File: src/rtl/uart_rx_pkg.sv
// rtl/uart_rx_pkg.sv - shared constants, FSM states and STATUS layout for uart_mmio_rx
// UART_RX_PARITY_EN adds the PARITY state to the receive FSM.
package uart_rx_pkg;

  localparam int BUS_WIDTH = 32;

  localparam logic ADDR_DATA   = 1'b0;
  localparam logic ADDR_STATUS = 1'b1;

  localparam int ST_IRQ       = 0;
  localparam int ST_OVERRUN   = 1;
  localparam int ST_FRAME_ERR = 2;
  localparam int ST_PARITY    = 3;
  localparam int ST_COUNT_LSB = 8;

`ifdef UART_RX_PARITY_EN
  typedef enum logic [2:0] {S_IDLE, S_START, S_DATA, S_PARITY, S_STOP} rx_state_t;
`else
  typedef enum logic [2:0] {S_IDLE, S_START, S_DATA, S_STOP} rx_state_t;
`endif

endpackage

File: src/rtl/rx_fifo.sv
// rtl/rx_fifo.sv - synchronous byte FIFO for received UART data
// A push on a full FIFO is accepted only when a pop happens in the same cycle.
module rx_fifo #(
  parameter int DEPTH = 8
) (
  input  logic                     clk,
  input  logic                     rst_n,
  input  logic                     i_push,
  input  logic [7:0]               i_push_data,
  input  logic                     i_pop,
  output logic [7:0]               o_head,
  output logic                     o_full,
  output logic                     o_empty,
  output logic [$clog2(DEPTH):0]   o_count
);

  localparam int AW = $clog2(DEPTH);

  logic [7:0]    r_mem [DEPTH];
  logic [AW-1:0] r_wr_ptr;
  logic [AW-1:0] r_rd_ptr;
  logic [AW:0]   r_count;
  logic          w_do_push;
  logic          w_do_pop;

  assign o_full    = (r_count == (AW+1)'(DEPTH));
  assign o_empty   = (r_count == '0);
  assign o_count   = r_count;
  assign o_head    = r_mem[r_rd_ptr];
  assign w_do_pop  = i_pop & ~o_empty;
  assign w_do_push = i_push & (~o_full | w_do_pop);

  always_ff @(posedge clk) begin
    if (w_do_push) r_mem[r_wr_ptr] <= i_push_data;
  end

  always_ff @(posedge clk or negedge rst_n) begin
    if (!rst_n) begin
      r_wr_ptr <= '0;
      r_rd_ptr <= '0;
      r_count  <= '0;
    end else begin
      if (w_do_push) r_wr_ptr <= r_wr_ptr + {{(AW-1){1'b0}}, 1'b1};
      if (w_do_pop)  r_rd_ptr <= r_rd_ptr + {{(AW-1){1'b0}}, 1'b1};
      case ({w_do_push, w_do_pop})
        2'b10:   r_count <= r_count + {{AW{1'b0}}, 1'b1};
        2'b01:   r_count <= r_count - {{AW{1'b0}}, 1'b1};
        default: r_count <= r_count;
      endcase
    end
  end

endmodule

File: src/rtl/uart_mmio_rx.sv
// rtl/uart_mmio_rx.sv - UART receiver with FIFO and DATA/STATUS read registers
// UART_RX_PARITY_EN selects 8E1 framing; default build is 8N1.
module uart_mmio_rx
  import uart_rx_pkg::*;
#(
  parameter int CLK_HZ     = 50000000,
  parameter int BAUD       = 500000,
  parameter int FIFO_DEPTH = 8
) (
  input  logic                 clk,
  input  logic                 rst_n,
  input  logic                 rx,
  input  logic                 rd_en,
  input  logic                 rd_addr,
  output logic [BUS_WIDTH-1:0] rd_data,
  output logic                 rx_irq
);

  localparam int          CLKS_PER_BIT = CLK_HZ / BAUD;
  localparam int          CW           = $clog2(FIFO_DEPTH) + 1;
  localparam logic [15:0] BIT_LAST     = 16'(CLKS_PER_BIT - 1);
  localparam logic [15:0] HALF_LAST    = 16'(CLKS_PER_BIT / 2 - 1);

  logic                 r_rx_meta;
  logic                 r_rx_sync;
  logic                 r_rx_prev;
  rx_state_t            r_state;
  logic [15:0]          r_clk_cnt;
  logic [2:0]           r_bit_idx;
  logic [7:0]           r_shift;
  logic                 r_par_bad;
  logic                 r_overrun;
  logic                 r_frame_err;
  logic                 r_parity_err;

  logic                 w_fall;
  logic                 w_bit_tick;
  logic                 w_push_req;
  logic                 w_stop_bad;
  logic                 w_par_event;
  logic                 w_data_rd;
  logic                 w_status_rd;
  logic                 w_pop;
  logic                 w_full;
  logic                 w_empty;
  logic                 w_set_overrun;
  logic [7:0]           w_head;
  logic [CW-1:0]        w_count;
  logic [BUS_WIDTH-1:0] w_status;

  // Synchronizer idles high so reset never looks like a start edge.
  always_ff @(posedge clk or negedge rst_n) begin
    if (!rst_n) begin
      r_rx_meta <= 1'b1;
      r_rx_sync <= 1'b1;
      r_rx_prev <= 1'b1;
    end else begin
      r_rx_meta <= rx;
      r_rx_sync <= r_rx_meta;
      r_rx_prev <= r_rx_sync;
    end
  end

  assign w_fall     = r_rx_prev & ~r_rx_sync;
  assign w_bit_tick = (r_clk_cnt == BIT_LAST);
  assign w_push_req = (r_state == S_STOP) & w_bit_tick & r_rx_sync & ~r_par_bad;
  assign w_stop_bad = (r_state == S_STOP) & w_bit_tick & ~r_rx_sync;
`ifdef UART_RX_PARITY_EN
  assign w_par_event = (r_state == S_PARITY) & w_bit_tick & (r_rx_sync != ^r_shift);
`else
  assign w_par_event = 1'b0;
`endif

  always_ff @(posedge clk or negedge rst_n) begin
    if (!rst_n) begin
      r_state   <= S_IDLE;
      r_clk_cnt <= '0;
      r_bit_idx <= '0;
      r_shift   <= '0;
      r_par_bad <= 1'b0;
    end else begin
      r_clk_cnt <= r_clk_cnt + 16'd1;
      case (r_state)
        S_IDLE: begin
          r_clk_cnt <= '0;
          r_bit_idx <= '0;
          r_par_bad <= 1'b0;
          if (w_fall) r_state <= S_START;
        end
        S_START: begin
          if (r_clk_cnt == HALF_LAST) begin
            r_clk_cnt <= '0;
            r_state   <= r_rx_sync ? S_IDLE : S_DATA;
          end
        end
        S_DATA: begin
          if (w_bit_tick) begin
            r_clk_cnt <= '0;
            r_shift   <= {r_rx_sync, r_shift[7:1]};
            r_bit_idx <= r_bit_idx + 3'd1;
`ifdef UART_RX_PARITY_EN
            if (r_bit_idx == 3'd7) r_state <= S_PARITY;
`else
            if (r_bit_idx == 3'd7) r_state <= S_STOP;
`endif
          end
        end
`ifdef UART_RX_PARITY_EN
        S_PARITY: begin
          if (w_bit_tick) begin
            r_clk_cnt <= '0;
            r_par_bad <= (r_rx_sync != ^r_shift);
            r_state   <= S_STOP;
          end
        end
`endif
        S_STOP: begin
          if (w_bit_tick) r_state <= S_IDLE;
        end
        default: r_state <= S_IDLE;
      endcase
    end
  end

  assign w_data_rd     = rd_en & (rd_addr == ADDR_DATA);
  assign w_status_rd   = rd_en & (rd_addr == ADDR_STATUS);
  assign w_pop         = w_data_rd & ~w_empty;
  assign w_set_overrun = w_push_req & w_full & ~w_pop;
  assign rx_irq        = ~w_empty;

  rx_fifo #(.DEPTH(FIFO_DEPTH)) u_fifo (
    .clk         (clk),
    .rst_n       (rst_n),
    .i_push      (w_push_req),
    .i_push_data (r_shift),
    .i_pop       (w_pop),
    .o_head      (w_head),
    .o_full      (w_full),
    .o_empty     (w_empty),
    .o_count     (w_count)
  );

  always_comb begin
    w_status                           = '0;
    w_status[ST_IRQ]                   = ~w_empty;
    w_status[ST_OVERRUN]               = r_overrun;
    w_status[ST_FRAME_ERR]             = r_frame_err;
    w_status[ST_PARITY]                = r_parity_err;
    w_status[ST_COUNT_LSB +: 8]        = 8'(w_count);
  end

  // A set event in the same cycle as a STATUS read keeps the bit set.
  always_ff @(posedge clk or negedge rst_n) begin
    if (!rst_n) begin
      r_overrun    <= 1'b0;
      r_frame_err  <= 1'b0;
      r_parity_err <= 1'b0;
      rd_data      <= '0;
    end else begin
      r_overrun    <= w_set_overrun | (r_overrun & ~w_status_rd);
      r_frame_err  <= w_stop_bad | (r_frame_err & ~w_status_rd);
      r_parity_err <= w_par_event | (r_parity_err & ~w_status_rd);
      if (w_data_rd)
        rd_data <= w_empty ? '0 : {{(BUS_WIDTH-8){1'b0}}, w_head};
      else if (w_status_rd)
        rd_data <= w_status;
    end
  end

endmodule

File: config.mk
export PLATFORM = sky130hd
export DESIGN_NAME = uart_mmio_rx
export DESIGN_NICKNAME = d
export VERILOG_FILES = /design/src/rtl/uart_rx_pkg.sv /design/src/rtl/rx_fifo.sv /design/src/rtl/uart_mmio_rx.sv
export SDC_FILE = /design/constraint.sdc
export NUM_CORES = 1
export LEC_CHECK = 0
export BUFFER_PORTS_ARGS = -buffer_cell sky130_fd_sc_hd__buf_2
export CORE_AREA = 2 2 118 120
export CTS_CLUSTER_DIAMETER = 30
export DETAILED_ROUTE_END_ITERATION = 10
export DIE_AREA = 0 0 120 122
export RECOVER_POWER = 25
export SKIP_LAST_GASP = 1
export SYNTH_ARGS = -nofsm -noshare
export SYNTH_HDL_FRONTEND = slang
export SYNTH_SLANG_ARGS = --single-unit
File: constraint.sdc
create_clock -name clk -period 4.1 [get_ports clk]
set_input_delay 0.205 -clock clk [delete_from_list [all_inputs] [get_ports clk]]
set_output_delay 0.205 -clock clk [all_outputs]
set_load 0.01 [all_outputs]
==> results.txt, run 1 <==
* Library cell with the highest instance count after synthesis: sky130_fd_sc_hd__edfxtp_1
- In the global route stage, met1 resource usage came out at between 10% and 20%.
- Global routing consumed, over all layers together, between 10% and 20% of the routing resources.
* Req. time, crit path: between 4000 and 5000 ps
* Arrival @ worst endpoint: between 3000 and 4000 ps
* Fraction of power consumed by sequential logic: 48.2%
- Min cycle time layout: about 3000 ps
- Clock Sink Count: between 100 and 150
* Clock insertion delay at the later pin of the skew report: just over 400 ps
* Combined area of all synthesized cells: 5270 um^2
- Leakage dissipation: 2.53 nW
* Top cell type's share of synthesized area: 36.5%
- Total wire length after detailed routing: ~9.4 mm
- Counting the fill cells in the layout gives approximately 1200.
* Crit path largest cell delay: 590 ps
- In this run, synthesis produced a sequential element count of about 120.
* Iteration-0 DRC count of the detailed router: approximately 200
- In the routed design, unresolved DRC markers number 0.
- The critical path runs through a total of 11 cells.
- H-tree Lvls: 4
- After the last flow step, the layout net total stands at about 410.
- Total clock buffers created by CTS: 17
* Global routing met2 resource utilization: a little under a quarter
- Number of synthesized flops with an enable pin: between 60 and 70
- The first global-routing pass estimated 15.5 mm of wire.
- Final GP Congestion: between 0.7 and 0.8
- Number of buffer and inverter instances along the worst setup path: 1
- Internal power component: 2.14 mW
- In this run, post-CTS repair resized a total of 0 instances.
- Launch point of the worst reg-to-reg path: r_clk_cnt[12]$_DFF_PN0_
- After clock tree synthesis, the clock-pin slew on the worst setup and hold paths is approximately 50 ps.
- The cell count after synthesis came out at 371.
- TritonCTS built the clock tree.
- Starting Density: around two fifths
- In this run the tool buffered the top-level ports with 17 buffer cells.
- Capture point of the worst reg-to-reg path: u_fifo.o_count[2]$_DFFE_PN0P_
- The setup check on the worst reg-to-reg path leaves a slack of approximately 1100 ps.
- Dividing the detail-routed via count by the number of cells gives slightly above 5.
- Switching power total: 0.646 mW
* Outcome: finished clean
- Timing startpoint of the critical path: r_clk_cnt[12]$_DFF_PN0_
- Final cycle utilization of the critical path: between 70 and 80%
* Slew at the pin with the worst max-slew slack: about 1100 ps
* Total count of hold-check failures in the final report: 0
- The number of different library cells used by synthesis comes to 48.
- In the post-synthesis netlist, the biggest area contributors are sky130_fd_sc_hd__edfxtp_1, sky130_fd_sc_hd__dfrtp_1, sky130_fd_sc_hd__mux4_2.
- Traced cell by cell, the critical path runs through or4_4, nor4_2, buf_4, nand3_2, ha_1, xor2_1, ha_1, a21oi_1, xor2_1, nor2_1, xor2_1.
- Most used routing layer in global routing: met2
* Floorplan row count: 43
- Most used standard cells in the synthesized netlist: sky130_fd_sc_hd__edfxtp_1, sky130_fd_sc_hd__dfrtp_1, sky130_fd_sc_hd__buf_4, sky130_fd_sc_hd__nand3_1, sky130_fd_sc_hd__nor2_1
* Buffer count from post-CTS setup fixing: 0
- In this run, the combinational gates consume about 4.2% of the power.
* Total chip power: ~2.8 mW
- Class of the most critical setup path: reg2reg
* Sw frac: between 20% and 30%
- Final routed wire length divided by cell count: around 16 um
* Worst setup EP type: flip-flop
* Die W: between 100 and 150 um
- For this run, the number of Yosys warnings is 0.
- Maximum clock path buffer count: 2
* Clock skew: between 5 and 6 ps
- For this run, the leading register cell type out of synthesis is sky130_fd_sc_hd__edfxtp_1.
* Cell count of the worst reg-to-reg path: 11
- The number of global-route vias before repair came to 2930.
- For this design the top-level I/O count stands at 38.
- Height of the chip: 122 um
- Grt total ovfl: 0
* Floorplan core area: roughly 14000 um^2
- After synthesis, the mean cell area works out to approximately 14 um^2.
* Number of nets still failing antenna checks after routing: 0
- Of the total power, the clock network draws roughly 48%.
* GR Layer Usage met3: between 4 and 5%
- TritonRoute pass-1 iters: 4
- Max-slew headroom: between 20% and 30%
* RSZ-0062 raised after global routing: false
- Critical Path Source Type: flip-flop
* Critical path's most frequent cell: sky130_fd_sc_hd__xor2_1
- Vias after detailed routing: 3000
- Pwr Density: 461 nW/um^2
* Setup TNS Final: 0 ps
- Max-cap violations in this run came to 0.
* Cell accounting for the most synthesized area: sky130_fd_sc_hd__edfxtp_1
* Total setup violations reported at the end of the flow: 0
* Overall die area: roughly 15000 um^2
* Maximum operating frequency: between 300 and 400 MHz
* Category of cells accounting for the largest share of critical-path delay: simple AND/OR/NAND/NOR gates
* Portion of the post-synthesis area used by sequential elements: 63.6%
* Total of hold buffers inserted after clock tree synthesis: 2
- Hold Crit Class: in2reg
- Fraction of registers with async set/reset: 47.1%
- The area growth from synthesis to layout is 14.6%.
- The initial antenna violation count is 0.
* Termination of the worst setup path: u_fifo.o_count[2]$_DFFE_PN0P_
- Cells with a size suffix above 1 make up a little under a quarter of the layout.
- Largest voltage drop on the vdd net: between 0.3 and 0.4 mV
- Detailed placement ended at an HPWL of around 6.0 mm.
* Max-slew violations: 0
* Number of diodes: 0
- In this run the clock root is driven by a sky130_fd_sc_hd__clkbuf_16.
- Entering global routing, the biggest net connects 50 pins.
* Critical path peak fanout: 11
- Worst path slowest cell: sky130_fd_sc_hd__or4_4
[state kept, by name, indices dropped and copies added, names as in the netlist]
name and count:
u_fifo.r_mem 64, r_clk_cnt 16, rd_data 12, r_shift 8, u_fifo.o_count 4, r_bit_idx 3
u_fifo.r_rd_ptr 3, u_fifo.r_wr_ptr 3, r_state 2, r_frame_err 1, r_overrun 1, r_parity_err 1
r_rx_meta 1, r_rx_prev 1, r_rx_sync 1
[per-layer routing]
| layer | vias to the layer above | wire length (um) |
|---|---|---|
| li1 | 1399 | - |
| met1 | 1519 | 4130 |
| met2 | 74 | 4670 |
| met3 | 8 | 453 |
| met4 | 0 | 105 |
| met5 | - | 0 |
[stage by stage]
step	setup slack, ps	area (um^2)	cells	hold slack (ps)	util, %
after floorplan	1260	5340	390	-90.6	-
after global placement	1200	5480	559	102	40.6
after detailed placement	1150	5480	559	104	40.6
after CTS	1130	6040	593	136	44.7
after global routing	957	6040	593	171	44.7
final	1130	6040	593	149	44.7
[placed cells by master (no fill, tap or decap), drive strengths merged, types with 4 or more instances in the layout]
| master | count |
|---|---|
| nand4 | 7 |
| nor4 | 4 |
| mux2 | 11 |
| inv | 11 |
| o21ai | 15 |
| a21oi | 5 |
| nor2 | 20 |
| nand3 | 22 |
| and3 | 4 |
| ha | 9 |
| clkinvlp | 6 |
| nand2b | 6 |
| xor2 | 9 |
| clkinv | 5 |
| a221o | 4 |
| nand2 | 19 |
| conb | 20 |
| nor2b | 6 |
| buf | 23 |
| clkbuf | 19 |
| or4 | 6 |
| dfrtp | 54 |
| nor3 | 7 |
| edfxtp | 64 |
| xnor2 | 12 |
| mux4 | 16 |
[how the worst min path moves through the flow]
stage | start | end | slack [ps] | cells after the start
final | rd_addr | rd_data[9]$_DFFE_PN0P_ | 150 | 3
after global routing | rd_addr | rd_data[11]$_DFFE_PN0P_ | 170 | 3
after global placement | rst_n | rd_data[4]$_DFFE_PN0P_ | 100 | 1
after CTS | rd_addr | rd_data[8]$_DFFE_PN0P_ | 140 | 3
after floorplan | rst_n | r_bit_idx[0]$_DFFE_PN0P_ | -90 | 0
after detailed placement | rst_n | rd_data[4]$_DFFE_PN0P_ | 100 | 1
[kinds of logic after synthesis]
kind of cell	Yosys count	share of synthesized area [%]
flops	121	63.6
simple gates	116	12.3
buf+inv	43	4.78
compound gates	30	3.83
mux	30	9.76
xor+xnor	21	3.49
fa+ha+maj	9	2.14
other cells	1	0.0712
[worst min-delay path, stage by stage]
cell and delay [ps]:
sky130_fd_sc_hd__buf_2 160, sky130_fd_sc_hd__nand3_1 90, sky130_fd_sc_hd__o21ai_0 70
[power groups by stage]
stage | clock, mW | combinational [mW] | sequential (mW)
4_1_cts | 1.35 | 0.120 | 1.34
6_report | 1.32 | 0.118 | 1.34
3_5_place_dp | 0 | 0.119 | 1.36
5_1_grt | 1.40 | 0.137 | 1.35
3_3_place_gp | 0 | 0.116 | 1.36
2_1_floorplan | 0 | 0.107 | 1.35
[cell type report]
type	instances	area, um^2	share of cell area [%]
clock inverter	14	98.8	1.64
timing repair buffer	26	156	2.59
tap	180	225	3.73
sequential	121	3350	55.5
inverter	8	30.0	0.498
multi-input combinational	226	1730	28.7
clock buffer	18	439	7.28
No activity file was read; power rests on OpenSTA's default activity.
==> inputs of run 2 (changes only) <==
Clock period 4.1 ns to 2.7 ns, I/O delays scaled along.
==> run 2 against run 1 <==
Sequential share of layout area down 2.1 points. Global-route usage grew 0.48 points. Largest power group is now clock. Via count increased by 1.1%.
==> results.txt, run 2 (synthesis gave the netlist of run 1 again) <==
- Height of the chip: 122 um (unchanged)
- Total wire length after detailed routing: 9.68 mm (+3.4%)
- The chip width is 120 um (unchanged).
- The post-detailed-placement half-perimeter wirelength was 6.29 mm (+5.5%).
- The placeable core region is 13500 um^2 (unchanged).
- Number of global-route vias before repair: 3051 (+4.1%)
- Number of diodes: 0 (unchanged)
* Total clock buffers created by CTS: 17 (unchanged)
- Launch point of the worst reg-to-reg path: r_clk_cnt[8]$_DFF_PN0_
- The most numerous cell type found on the critical path is sky130_fd_sc_hd__xor2_1.
* Final routed wire length divided by cell count: 15.8 um (+0.21%)
- The flip-flop count of the largest register, all copies and words added was 64 (unchanged).
* Class of the most critical setup path: reg2reg
- The upper clock frequency limit came to 387 MHz (+15%).
- Fin nets: 433 (+4.6%)
* Registers with the most flip-flops: u_fifo.r_mem (64), r_clk_cnt (16), rd_data (12)
* First-pass GRT wire length: 16.0 mm (+3.3%)
- CTS tree: built
- The power per cell area came to 709 nW/um^2 (+54%).
- The critical path goes through or4_4, nor4_4, buf_4, nand3_4, ha_4, xor2_1, ha_1, a21oi_2, xor2_1, nor2_1, xor2_1.
- Critical path peak fanout: 5 (-6)
- Maximum clock path buffer count: 2 (unchanged)
* Count of placed standard cells including taps: 578 (+3.4%)
- Number of antenna violations at the first check in global routing: 0 (unchanged)
- The delay of the slowest cell on the worst path came to 570 ps (-20 ps).
- Timing startpoint of the critical path: r_clk_cnt[8]$_DFF_PN0_
- Tot GR Track Use: 14.6% (+0.48 points)
* Clk slew on worst S/H paths: 60 ps (about the same)
- The number of H-tree branching levels is 4 (unchanged).
- Min cycle time layout: 2580 ps (-387 ps)
* Total DRC errors in the routed layout: 0 (unchanged)
- The count of filler cells inserted in the layout is 1192 (-1.1%).
- Largest voltage drop on the vdd net: 0.440 mV (+41%)
- The leakage power figure is 2.68 nW (+5.7%).
- The number of placement rows came to 43 (unchanged).
- The leftover overflow at the end of global routing came to 0 (unchanged).
- Number of nets still failing antenna checks after routing: 0 (unchanged)
* Max-slew headroom: 49.4% (+22 points)
- The run finished with clean final reports.
- The final estimated routing congestion in global placement came to 0.772 (-0.19%).
- Worst path slowest cell: sky130_fd_sc_hd__or4_4
* Largest net degree at the start of global routing: 58 (+16%)
* Slew at the pin with the worst max-slew slack: 759 ps (-328 ps)
- The via count is 3033 (+1.1%).
* Total count of hold-check failures in the final report: 0 (unchanged)
- Register ranked first by flip-flop count: u_fifo.r_mem
* Iteration-0 DRC count of the detailed router: 252 (+24%)
- Final Hold Slack: 80.9 ps (-68.0 ps)
* Vias per cell: 4.96 (-2.0%)
* Most used cells in the layout excluding fill and tap cells: sky130_fd_sc_hd__edfxtp_1, sky130_fd_sc_hd__dfrtp_1, sky130_fd_sc_hd__buf_4, sky130_fd_sc_hd__nand3_1
* Hold Crit Class: in2reg
- Buffer count from post-CTS setup fixing: 0 (unchanged)
- The arrival time of the worst setup path came to 2880 ps (-380 ps).
* Critical Path Source Type: flip-flop
- The count of port buffers added during placement came to 17 (unchanged).
- The clock sink total was 121 (unchanged).
* Starting Density: 39.0% (unchanged)
* TritonRoute pass-1 iters: 4 (unchanged)
- The post-route setup TNS is 0 ps (unchanged).
* Area Overhead vs Synth: 19.1%
* Startpoint of the tightest hold check path: rd_addr
* Commonest non-fill, non-tap cell in the layout: sky130_fd_sc_hd__edfxtp_1
* Worst setup EP type: flip-flop
- The cell area after placement is 5650 um^2 (+3.1%).
- The number of max-capacitance violations reported was 0 (unchanged).
* Final cycle utilization of the critical path: 95.7% (+23 points)
- Root buffer cell: sky130_fd_sc_hd__clkbuf_16
- Final non-filler cell area: 6270 um^2 (+3.9%)
* Overall die area: 14600 um^2 (unchanged)
- The number of top-level pins came to 38 (unchanged).
- The count of endpoints failing setup in the final report came to 0 (unchanged).
- The total power after layout came to 4.45 mW (+60%).
- The maximum clock skew at final layout was 7.39 ps (+1.57 ps).
- The final-report max-slew violation count was 0 (unchanged).
* Share of post-route cells with drive strength above 1: 27.5% (+4.8 points)
* Clock insertion delay at the later pin of the skew report: 420 ps (about the same)
- The required time of the worst setup path is 2990 ps (-1400 ps).
- The final cell count without fillers came to 612 (+3.2%).
* RSZ-0062 raised after global routing: false
-- run 2: final timing paths --
kind,to,slack [ps],cells past startpoint
min in group asynchronous,r_clk_cnt[0]$_DFF_PN0_,410,3
max reg2reg,u_fifo.o_count[2]$_DFFE_PN0P_,120,11
max in group asynchronous,rd_data[4]$_DFFE_PN0P_,1790,3
max,u_fifo.o_count[2]$_DFFE_PN0P_,120,11
min,rd_data[9]$_DFFE_PN0P_,80,3
min reg2reg,r_rx_sync$_DFF_PN1_,360,0
-- run 2: layout make-up --
class	count	area (um^2)	share of cell area, %
clock buffer	18	439	7.00
tap	180	225	3.59
clock inverter	14	149	2.37
inverter	8	30.0	0.479
sequential	121	3350	53.5
timing repair buffer	45	300	4.79
multi-input combinational	226	1780	28.3
-- run 2: worst max-delay path, delay by kind of cell (launching register included) --
family | cells | cell delay [ps]
xor gates and xnor gates | 3 | 440
AOI/OAI and AO/OA | 1 | 120
and+or+nand+nor | 4 | 980
DFF | 1 | 370
adders and majority gates | 2 | 380
buffers and inverters | 1 | 160
-- run 2: metal layers --
| layer | routed length (um) | vias to the layer above | global-route usage (%) |
|---|---|---|---|
| met5 | 0 | - | 0 |
| li1 | - | 1434 | - |
| met3 | 321 | 15 | 4.40 |
| met1 | 4320 | 1522 | 17.9 |
| met2 | 4850 | 62 | 23.9 |
| met4 | 189 | 0 | 6.69 |
-- run 2: where the power goes --
part           total, mW  internal (mW)  switching [mW]
clock network       2.20           1.38           0.819
registers           2.02           1.98          0.0402
logic              0.227         0.0913           0.136
-- run 2: stage by stage --
step / setup WS (ps) / util, %
after floorplan: 18.7 / -
after global placement: 117 / 41.8
after detailed placement: 6.82 / 41.8
after CTS: 25.2 / 46.4
after global routing: 17.1 / 46.4
final: 116 / 46.4
-- run 2: repair_timing --
action	4_1_cts	5_1_grt
hold buffers	2	0
pin swaps	0	3
endpoints found under the hold margin	55	0
setup endpoints to repair	1	2
gates resized for setup	1	2
